--- config.mk ---
export PLATFORM = sky130hd
export DESIGN_NAME = lm32_trace_ctrl_flat
export DESIGN_NICKNAME = d
export VERILOG_FILES = /design/src/rtl/lm32_trace_pkg.sv /design/src/rtl/lm32_trace_ctrl_if.sv /design/src/rtl/lm32_trace_ram.sv /design/src/rtl/lm32_trace_ctrl.sv /design/src/flat_wrapper.sv
export SDC_FILE = /design/constraint.sdc
export NUM_CORES = 1
export LEC_CHECK = 0
export CORE_ASPECT_RATIO = 1.75
export CORE_MARGIN = 2
export CORE_UTILIZATION = 31
export CTS_CLUSTER_SIZE = 24
export DETAILED_ROUTE_END_ITERATION = 8
export PLACE_DENSITY = 0.5
export SKIP_CTS_REPAIR_TIMING = 1
export SLEW_MARGIN = 25
export SYNTH_ARGS = -nofsm -noshare
export SYNTH_HDL_FRONTEND = slang
export SYNTH_SLANG_ARGS = --single-unit
--- constraint.sdc ---
create_clock -name clk_i -period 4.9 [get_ports clk_i]
set_input_delay 0.735 -clock clk_i [delete_from_list [all_inputs] [get_ports clk_i]]
set_output_delay 0.735 -clock clk_i [all_outputs]
set_load 0.1 [all_outputs]
--- src/rtl/lm32_trace_pkg.sv ---
// Shared types and widths for the LM32 retire-trace controller.
// LM32_TRACE_TIMESTAMP_EN selects the 52-bit entry that carries a 16-bit timestamp.
package lm32_trace_pkg;

  typedef enum logic [1:0] {
    ST_IDLE  = 2'd0,
    ST_ARMED = 2'd1,
    ST_POST  = 2'd2,
    ST_DONE  = 2'd3
  } trace_state_t;

  localparam int PC_W       = 30;
  localparam int OPC_W      = 6;
  localparam int TS_W       = 16;
  localparam int ENTRY_W_TS = TS_W + PC_W + OPC_W;
  localparam int ENTRY_W_NO = PC_W + OPC_W;

`ifdef LM32_TRACE_TIMESTAMP_EN
  localparam int ENTRY_W = ENTRY_W_TS;
`else
  localparam int ENTRY_W = ENTRY_W_NO;
`endif

endpackage

--- src/rtl/lm32_trace_ctrl_if.sv ---
// W-stage retire stream in, buffered trace entries out (valid/ready).
interface lm32_trace_ctrl_if;
  import lm32_trace_pkg::*;

  logic               valid_w;
  logic               kill_w;
  logic [PC_W-1:0]    pc_w;
  logic [OPC_W-1:0]   opcode_w;
  logic               rd_ready_i;
  logic               rd_valid_o;
  logic [ENTRY_W-1:0] rd_data_o;

  modport master (
    output valid_w, kill_w, pc_w, opcode_w, rd_ready_i,
    input  rd_valid_o, rd_data_o
  );

  modport slave (
    input  valid_w, kill_w, pc_w, opcode_w, rd_ready_i,
    output rd_valid_o, rd_data_o
  );
endinterface

--- src/rtl/lm32_trace_ram.sv ---
// Trace storage: one synchronous write port, one asynchronous read port.
module lm32_trace_ram #(
  parameter int DEPTH = 16,
  parameter int AW    = 4,
  parameter int W     = 36
) (
  input  logic          clk_i,
  input  logic          we_i,
  input  logic [AW-1:0] waddr_i,
  input  logic [W-1:0]  wdata_i,
  input  logic [AW-1:0] raddr_i,
  output logic [W-1:0]  rdata_o
);

  logic [W-1:0] r_mem [DEPTH];

  always_ff @(posedge clk_i) begin
    if (we_i) begin
      r_mem[waddr_i] <= wdata_i;
    end
  end

  assign rdata_o = r_mem[raddr_i];

endmodule

--- src/rtl/lm32_trace_ctrl.sv ---
// Circular retire-trace buffer with PC trigger, post-trigger window and drain readout.
// Optional LM32_TRACE_TIMESTAMP_EN adds a saturating 16-bit cycle stamp per entry.
module lm32_trace_ctrl
  import lm32_trace_pkg::*;
#(
  parameter int DEPTH = 16,
  parameter int AW    = 4
) (
  input  logic             clk_i,
  input  logic             rst_n_i,
  lm32_trace_ctrl_if.slave bus,
  input  logic             arm_i,
  input  logic             trig_en_i,
  input  logic [PC_W-1:0]  trig_pc_i,
  input  logic [AW-1:0]    post_cnt_i,
  output logic [AW:0]      count_o,
  output logic [1:0]       state_o,
  output logic             wrap_o
);

  localparam logic [AW-1:0] PTR_ONE  = AW'(1);
  localparam logic [AW:0]   CNT_ONE  = (AW+1)'(1);
  localparam logic [AW:0]   CNT_FULL = (AW+1)'(DEPTH);

  trace_state_t       r_state;
  logic [AW:0]        r_count;
  logic [AW-1:0]      r_wp;
  logic [AW-1:0]      r_rp;
  logic [AW-1:0]      r_post;
  logic               r_wrap;

  logic               w_retire;
  logic               w_cap;
  logic               w_full;
  logic               w_pop;
  logic               w_hit;
  logic [ENTRY_W-1:0] w_wr_data;

  assign w_retire = bus.valid_w & ~bus.kill_w;
  // The arm cycle itself never captures, even though the old state may still be ARMED.
  assign w_cap    = w_retire & ~arm_i & ((r_state == ST_ARMED) | (r_state == ST_POST));
  assign w_full   = (r_count == CNT_FULL);
  assign w_pop    = bus.rd_valid_o & bus.rd_ready_i;
  assign w_hit    = trig_en_i & (bus.pc_w == trig_pc_i);

`ifdef LM32_TRACE_TIMESTAMP_EN
  logic [TS_W-1:0] r_ts;
  logic [TS_W-1:0] w_ts_stamp;

  // Stamp counts cycles since the arm cycle, so a retire N cycles later reads N.
  assign w_ts_stamp = (r_ts == {TS_W{1'b1}}) ? r_ts : r_ts + TS_W'(1);
  assign w_wr_data  = {w_ts_stamp, bus.pc_w, bus.opcode_w};

  always_ff @(posedge clk_i or negedge rst_n_i) begin
    if (!rst_n_i) begin
      r_ts <= '0;
    end else if (arm_i) begin
      r_ts <= '0;
    end else begin
      r_ts <= w_ts_stamp;
    end
  end
`else
  assign w_wr_data = {bus.pc_w, bus.opcode_w};
`endif

  lm32_trace_ram #(
    .DEPTH (DEPTH),
    .AW    (AW),
    .W     (ENTRY_W)
  ) u_ram (
    .clk_i   (clk_i),
    .we_i    (w_cap),
    .waddr_i (r_wp),
    .wdata_i (w_wr_data),
    .raddr_i (r_rp),
    .rdata_o (bus.rd_data_o)
  );

  always_ff @(posedge clk_i or negedge rst_n_i) begin
    if (!rst_n_i) begin
      r_state <= ST_IDLE;
      r_count <= '0;
      r_wp    <= '0;
      r_rp    <= '0;
      r_post  <= '0;
      r_wrap  <= 1'b0;
    end else if (arm_i) begin
      r_state <= ST_ARMED;
      r_count <= '0;
      r_wp    <= '0;
      r_rp    <= '0;
      r_post  <= '0;
      r_wrap  <= 1'b0;
    end else begin
      if (w_cap) begin
        r_wp <= r_wp + PTR_ONE;
        if (w_full) begin
          r_rp   <= r_rp + PTR_ONE;
          r_wrap <= 1'b1;
        end else begin
          r_count <= r_count + CNT_ONE;
        end
      end
      case (r_state)
        ST_ARMED: begin
          if (w_retire && w_hit) begin
            r_post  <= post_cnt_i;
            r_state <= (post_cnt_i == '0) ? ST_DONE : ST_POST;
          end
        end
        ST_POST: begin
          if (w_retire) begin
            r_post <= r_post - PTR_ONE;
            if (r_post == PTR_ONE) begin
              r_state <= ST_DONE;
            end
          end
        end
        ST_DONE: begin
          if (r_count == '0) begin
            r_state <= ST_IDLE;
          end else if (w_pop) begin
            r_rp    <= r_rp + PTR_ONE;
            r_count <= r_count - CNT_ONE;
            if (r_count == CNT_ONE) begin
              r_state <= ST_IDLE;
            end
          end
        end
        default: ;
      endcase
    end
  end

  assign bus.rd_valid_o = (r_state == ST_DONE) && (r_count != '0);
  assign count_o        = r_count;
  assign state_o        = r_state;
  assign wrap_o         = r_wrap;

endmodule

--- src/flat_wrapper.sv ---
// flat-port wrapper written by rule: the top's interface ports become plain ports
module lm32_trace_ctrl_flat import lm32_trace_pkg::*;
#(
  parameter int DEPTH = 16,
  parameter int AW    = 4
)
  (clk_i, rst_n_i, arm_i, trig_en_i, trig_pc_i, post_cnt_i, count_o, state_o, wrap_o, bus_valid_w, bus_kill_w, bus_pc_w, bus_opcode_w, bus_rd_ready_i, bus_rd_valid_o, bus_rd_data_o);
  lm32_trace_ctrl_if bus_i ();
  input  logic clk_i;
  input  logic rst_n_i;
  input  logic arm_i;
  input  logic trig_en_i;
  input  logic [PC_W-1:0] trig_pc_i;
  input  logic [AW-1:0] post_cnt_i;
  output logic [AW:0] count_o;
  output logic [1:0] state_o;
  output logic wrap_o;
  input wire logic [$bits(bus_i.valid_w)-1:0] bus_valid_w;
  input wire logic [$bits(bus_i.kill_w)-1:0] bus_kill_w;
  input wire logic [$bits(bus_i.pc_w)-1:0] bus_pc_w;
  input wire logic [$bits(bus_i.opcode_w)-1:0] bus_opcode_w;
  input wire logic [$bits(bus_i.rd_ready_i)-1:0] bus_rd_ready_i;
  output wire logic [$bits(bus_i.rd_valid_o)-1:0] bus_rd_valid_o;
  output wire logic [$bits(bus_i.rd_data_o)-1:0] bus_rd_data_o;
  assign bus_i.valid_w = bus_valid_w;
  assign bus_i.kill_w = bus_kill_w;
  assign bus_i.pc_w = bus_pc_w;
  assign bus_i.opcode_w = bus_opcode_w;
  assign bus_i.rd_ready_i = bus_rd_ready_i;
  assign bus_rd_valid_o = bus_i.rd_valid_o;
  assign bus_rd_data_o = bus_i.rd_data_o;
  lm32_trace_ctrl #(.DEPTH(DEPTH), .AW(AW)) u_core (.clk_i(clk_i), .rst_n_i(rst_n_i), .bus(bus_i), .arm_i(arm_i), .trig_en_i(trig_en_i), .trig_pc_i(trig_pc_i), .post_cnt_i(post_cnt_i), .count_o(count_o), .state_o(state_o), .wrap_o(wrap_o));
endmodule
* After elaboration in Yosys (flattened, before gate mapping)
Memory sizes are Yosys's and may differ from the RTL's. Cells that the tools add are included.
Operators by class: add/sub/neg operators 5, equal/unequal tests 12, multiplexer cells 32, bitwise logic cells 8, reductions and logical operators 12
Operators by type and width (count):
- two-way mux 4 bit | 11
- == test 30 bit | 1
- two-way mux 5 bit | 6
- two-way mux 2 bit | 7
- adder 4 x 1 -> 4 bit, second input constant | 2
- inequality test 4 x 2 -> 1 bit, second input constant | 2
- case mux 4 bit (2 select lines) | 1
- two-way mux 1 bit | 6
- inequality test 3 bit, second input constant | 2
- case mux 2 bit (3 select lines) | 1
- AND reduction 6 bit | 1
- adder 5 x 1 -> 5 bit, second input constant | 1
- bitwise AND 1 bit | 5
- == test 5 x 1 -> 1 bit, second input constant | 1
- == test 5 bit, second input constant | 1
- zero test 5 bit | 1
- nonzero test 5 bit | 1
- subtractor 5 x 1 -> 5 bit, second input constant | 1
- == test 2 bit, second input constant | 2
- == test 4 x 1 -> 1 bit, second input constant | 1
- zero test 4 bit | 1
- nonzero test 2 bit | 2
- nonzero test 4 bit | 1
- subtractor 4 x 1 -> 4 bit, second input constant | 1
- other kinds (8) | 10
Word-level totals: flip-flop bits (word level) 20, RAM bits 576, bits of input ports 77, output and inout bits 45, word-level logic and storage cells 76, memories 1
Memory list:
- u_core.u_ram.r_mem | depth 16, width 36, read ports 1, clocked after memory_dff 0, write ports 1, RTL line lm32_trace_ram.sv:15 | logic [W-1:0] r_mem [DEPTH];

* Longest topological paths before layout
depth in word-level cells 9, gate-level depth with buffers 9, gate-level depth less buffers 8

* Modules after synthesis
Synthesis repeated with hierarchy kept, for this count alone.
Second synthesis, totals: cell total of the unflattened synthesis 1083, area, all modules 23252.3 um^2
By module, submodules not included:
- lm32_trace_ram | times used 1, cells each 902, area each 21598.2 um^2, seq. area each 17296.6 um^2
- lm32_trace_ctrl | times used 1, cells each 181, area each 1654.1 um^2, seq. area each 500.5 um^2

* Least setup slack after synthesis
OpenSTA, ideal clock, no wires.
kind reg2reg, start point register u_core.r_state[0] (netlist: u_core.state_o[0]), end point memory u_core.u_ram.r_mem[4][0], enable pin, library setup time 474 ps, arrival 4705 ps, data required time 4426 ps, slack -279 ps, cell stages (with the launch flop) 8, path buffers 1, clock period less this slack 5179 ps, path through dfrtp_1 inv_1 ha_1 nor3b_2 and2b_1 buf_4 nand2_1 nor3_1
Between the ends: cells in the longest elaborated chain, start to end 5, elaborated cells between the ends (all ways) 6, those cells by class eq/ne: 2; mux: 2; bitwise: 2
RTL lines:
- from (decl) | RTL line lm32_trace_ctrl.sv:25 | trace_state_t r_state;
- from (signal assigned) | RTL line lm32_trace_ctrl.sv:109 | r_state <= (post_cnt_i == '0) ? ST_DONE : ST_POST;
- == test 2 x 1 -> 1 bit / == test 2 bit (equally long branches) | RTL line lm32_trace_ctrl.sv:41 | assign w_cap = w_retire & ~arm_i & ((r_state == ST_ARMED) | (r_state == ST_POST));
- bitwise OR 1 bit * | RTL line lm32_trace_ctrl.sv:41
- bitwise AND 1 bit * | RTL line lm32_trace_ctrl.sv:41
- two-way mux 1 bit * | RTL line lm32_trace_ram.sv:18 | if (we_i) begin
- two-way mux 1 bit (not written as such) * | RTL line lm32_trace_ram.sv:19 | r_mem[waddr_i] <= wdata_i;
- to (decl) | RTL line lm32_trace_ram.sv:15
Mark *: on every way between the ends. The rest lies on a longest branch, timed or not.

* Worst setup path after layout
start point register u_core.r_rp[0], end point output bus_rd_data_o[1]
Between the ends: cells in the longest elaborated chain, start to end 1
RTL lines:
- from (decl) | RTL line lm32_trace_ctrl.sv:28 | logic [AW-1:0] r_rp;
- from (signal assigned) | RTL line lm32_trace_ctrl.sv:99 | r_rp <= r_rp + PTR_ONE;
- from (signal assigned) | RTL line lm32_trace_ctrl.sv:124 | r_rp <= r_rp + PTR_ONE;
- memory read (16 x 36 bit)
- to (decl) | RTL line flat_wrapper.sv:24 | output wire logic [$bits(bus_i.rd_data_o)-1:0] bus_rd_data_o;
No other way between the ends.

==> results.md <==
* Outcome: complete, no violations
* Core Footprint at 0.0772 mm^2
* Share of layout cells above drive strength 1 at 19.6%
* Switch Pwr at 2.90 mW
* Final #Nets at 1273
* Worst r2r src: u_core.state_o[0]
* Gpl congestion at 0.730
* Dpl cells at 2153
* Cts bufs inserted at 53
* Slowest CP cell: dfrtp_4
* Worst setup margin at 0.438 ns
* HP Class: primary input to asynchronous set/reset pin
* Final worst-path cycle share at 91.1%
* Combinational share of power at 13.5%
* FP Rows at 135
* Initial DRC Count at 889
* Switching fraction of total power at 25.7%
* Most frequent cells in the layout: edfxtp_1, mux4_1, clkdlybuf4s50_1
* # port buffers at 121
* Setup tns final at 0 ns
* Unrepaired setup endpoints after global routing: no
* CTS tree: yes
* Net Count, Synth at 1105
* Mapped Area at 0.0241 mm^2
* Syn Inst Count at 1013
* Hold Vio Cnt, Final at 0
* DRC at 0
* Setup violators final at 0
* Flop pwr share at 50.8%
* Clock transition at path regs at 0.07 ns
* Filler Cells Inserted at 7059
* Reg-to-reg slack, setup at 1.60 ns
* Worst-path fanout max at 39
* Drt total wl at 59100 um
* Warnings, synthesis at 0
* Largest delay contributor family on the critical path: multiplexers
* Asr flop ratio synth at 3.36%
* R2R cell count at 8
* Clock buffer depth at 3
* TritonCTS Sinks at 596
* Share of total power in the clock network at 35.7%
* Worst-Skew Late Latency at 0.61 ns
* Synth Flop Type: edfxtp_1
* H-tree levels at 2
* Clock tree root buffer cell: clkbuf_16
* Reg-to-reg endpoint: u_core.u_ram.r_mem[2][4]
* Commonest non-fill, non-tap cell in the layout: edfxtp_1
* Avg WL per Cell at 26.3 um
* Slew HR at 33.9%
* Global-route wire length before repair at 84400 um
* Critical path required time at 4.16 ns
* Die area at 0.0801 mm^2
* Tot GR Track Use at 14.7%
* Post-synth EDFFs at 576
* Synth area leader: edfxtp_1
* Yosys reg bits at 596
* Yosys top cell area share at 71.7%
* Register area share after synthesis at 73.8%
* Global route overflow at 0
* Core Util, Final at 36.3%
* Initial DRT Pass Iterations at 5
* Syn_area_per_cell at 23.8 um^2
* Worst slack at placement at 0.989 ns
* Worst-path cell chain: buf_4 > mux4_1 > mux4_2 > buf_4
* Final non-filler cell total at 2248
* Crit. End Element: output pin
* Initial Util at 31.2%
* Antenna Violating Nets Remaining at 0
* Dpl hpwl at 34000 um
* Distinct cells, synth at 55
* Initial antenna violation count at 2
* Worst path most repeated cell: buf_4
* I/O pin count at 122
* CP arrival at 3.73 ns
* Max stage delay on crit path at 0.89 ns
* Via count at 11100
* Diode count at 0
* Die H at 373 um
* Worst-margin pin slew at 0.988 ns
* Skew final at 0.0272 ns
* Area grow syn2layout at 16.4%
* Peak Freq at 0.224 GHz
* Crit path kind: flip-flop to output pin
* Top cells by area, synth: edfxtp_1, mux4_1, mux4_2
* Largest net degree at the start of global routing at 47
* CP bufs+invs at 2
* Startpoint types: flip-flop
* Number of global-route vias before repair at 11800
* Pwr/cell area at 402 mW/mm^2
* Max-cap violations at 0
* Post-layout min period at 4.46 ns
* Die width at 215 um
* Slew Limit Fails at 0
* Internal power at 8.38 mW
* Leakage at 8.73 nW
* Max IR drop VDD at 0.396 mV
* Vias/cell at 4.94
==> power by group through the flow <==
stage / clock network (mW) / logic (mW) / registers [mW]
6_report: 4.03 / 1.52 / 5.73
5_1_grt: 4.31 / 1.61 / 5.74
4_1_cts: 4.13 / 1.55 / 5.73
3_5_place_dp: 0 / 1.54 / 5.84
3_3_place_gp: 0 / 1.52 / 5.84
2_1_floorplan: 0 / 1.02 / 5.92
==> state kept, by name, indices dropped and copies added, names as in the netlist <==
register	count
u_core.count_o	5
u_core.r_post	4
u_core.r_rp	4
u_core.r_wp	4
u_core.state_o	2
u_core.u_ram.r_mem	576
u_core.wrap_o	1
==> how the worst max path moves through the flow <==
stage	from	end	slack (ns)	cells after the start
2_1_floorplan	u_core.state_o[0]	u_core.u_ram.r_mem[4][0]	-0.28	7
3_3_place_gp	bus_pc_w[2]	u_core.state_o[1]	1.04	8
3_5_place_dp	u_core.r_rp[0]	bus_rd_data_o[1]	0.99	4
4_1_cts	u_core.r_rp[0]	bus_rd_data_o[1]	0.35	4
5_1_grt	u_core.r_rp[0]	bus_rd_data_o[1]	0.30	4
6_report	u_core.r_rp[0]	bus_rd_data_o[1]	0.44	4
==> layer usage <==
metal | track usage, % | routed length [um] | vias up
met4 | 4.00 | 1310 | 2
met3 | 1.88 | 2120 | 71
met1 | 18.4 | 24100 | 6079
met5 | 0 | 11 | -
li1 | - | - | 4728
met2 | 26.5 | 31500 | 228
==> through the flow <==
stage	power (mW)	cell area [um^2]	hold WS, ns
global route	11.7	28100	0.112
global placement	7.36	26400	0.511
finish	11.3	28100	0.0893
floorplan	6.94	24100	0.439
detailed placement	7.38	26400	0.524
CTS	11.4	28100	0.543
==> layout make-up <==
type	instances	area, um^2	share of cell area (%)
inverters	17	63.8	0.227
clock buffers	64	1390	4.95
repair buffers	160	1470	5.24
multi-input cells	353	5790	20.6
flip-flops and latches	596	17800	63.5
clock inverters	31	250	0.892
well taps	1027	1280	4.58
==> logic make-up after synthesis <==
logic type	share of synthesized area [%]
xor gates and xnor gates	1.45
DFF	73.8
buffers and inverters	2.43
adders and majority gates	0.778
and+or+nand+nor	1.88
muxes	18.7
AOI/OAI and AO/OA	0.903
==> cell usage after synthesis (3+ instances only) <==
cell type    n
xor2_1       8
mux4_1     112
nand4_1     10
dfrtp_1     20
edfxtp_1   576
ha_1        15
buf_8        8
buf_6       12
clkbuf_8    16
o22ai_1      3
inv_1       17
clkbuf_1     6
xnor2_1     32
nor3_1       7
nor2_1      24
mux2i_1      3
mux4_2      68
and2_1      10
a21oi_1      6
nand3_1      8
nand2_1     10
==> worst register-to-register path, delay by kind of cell, from the launching register on <==
| family | cells | cell delay [ns] |
|---|---|---|
| and+or+nand+nor | 4 | 1.58 |
| buffers and inverters | 3 | 0.58 |
| adders and majority gates | 1 | 0.34 |
| DFF | 1 | 0.44 |
Power figures use the tool's default switching activity.
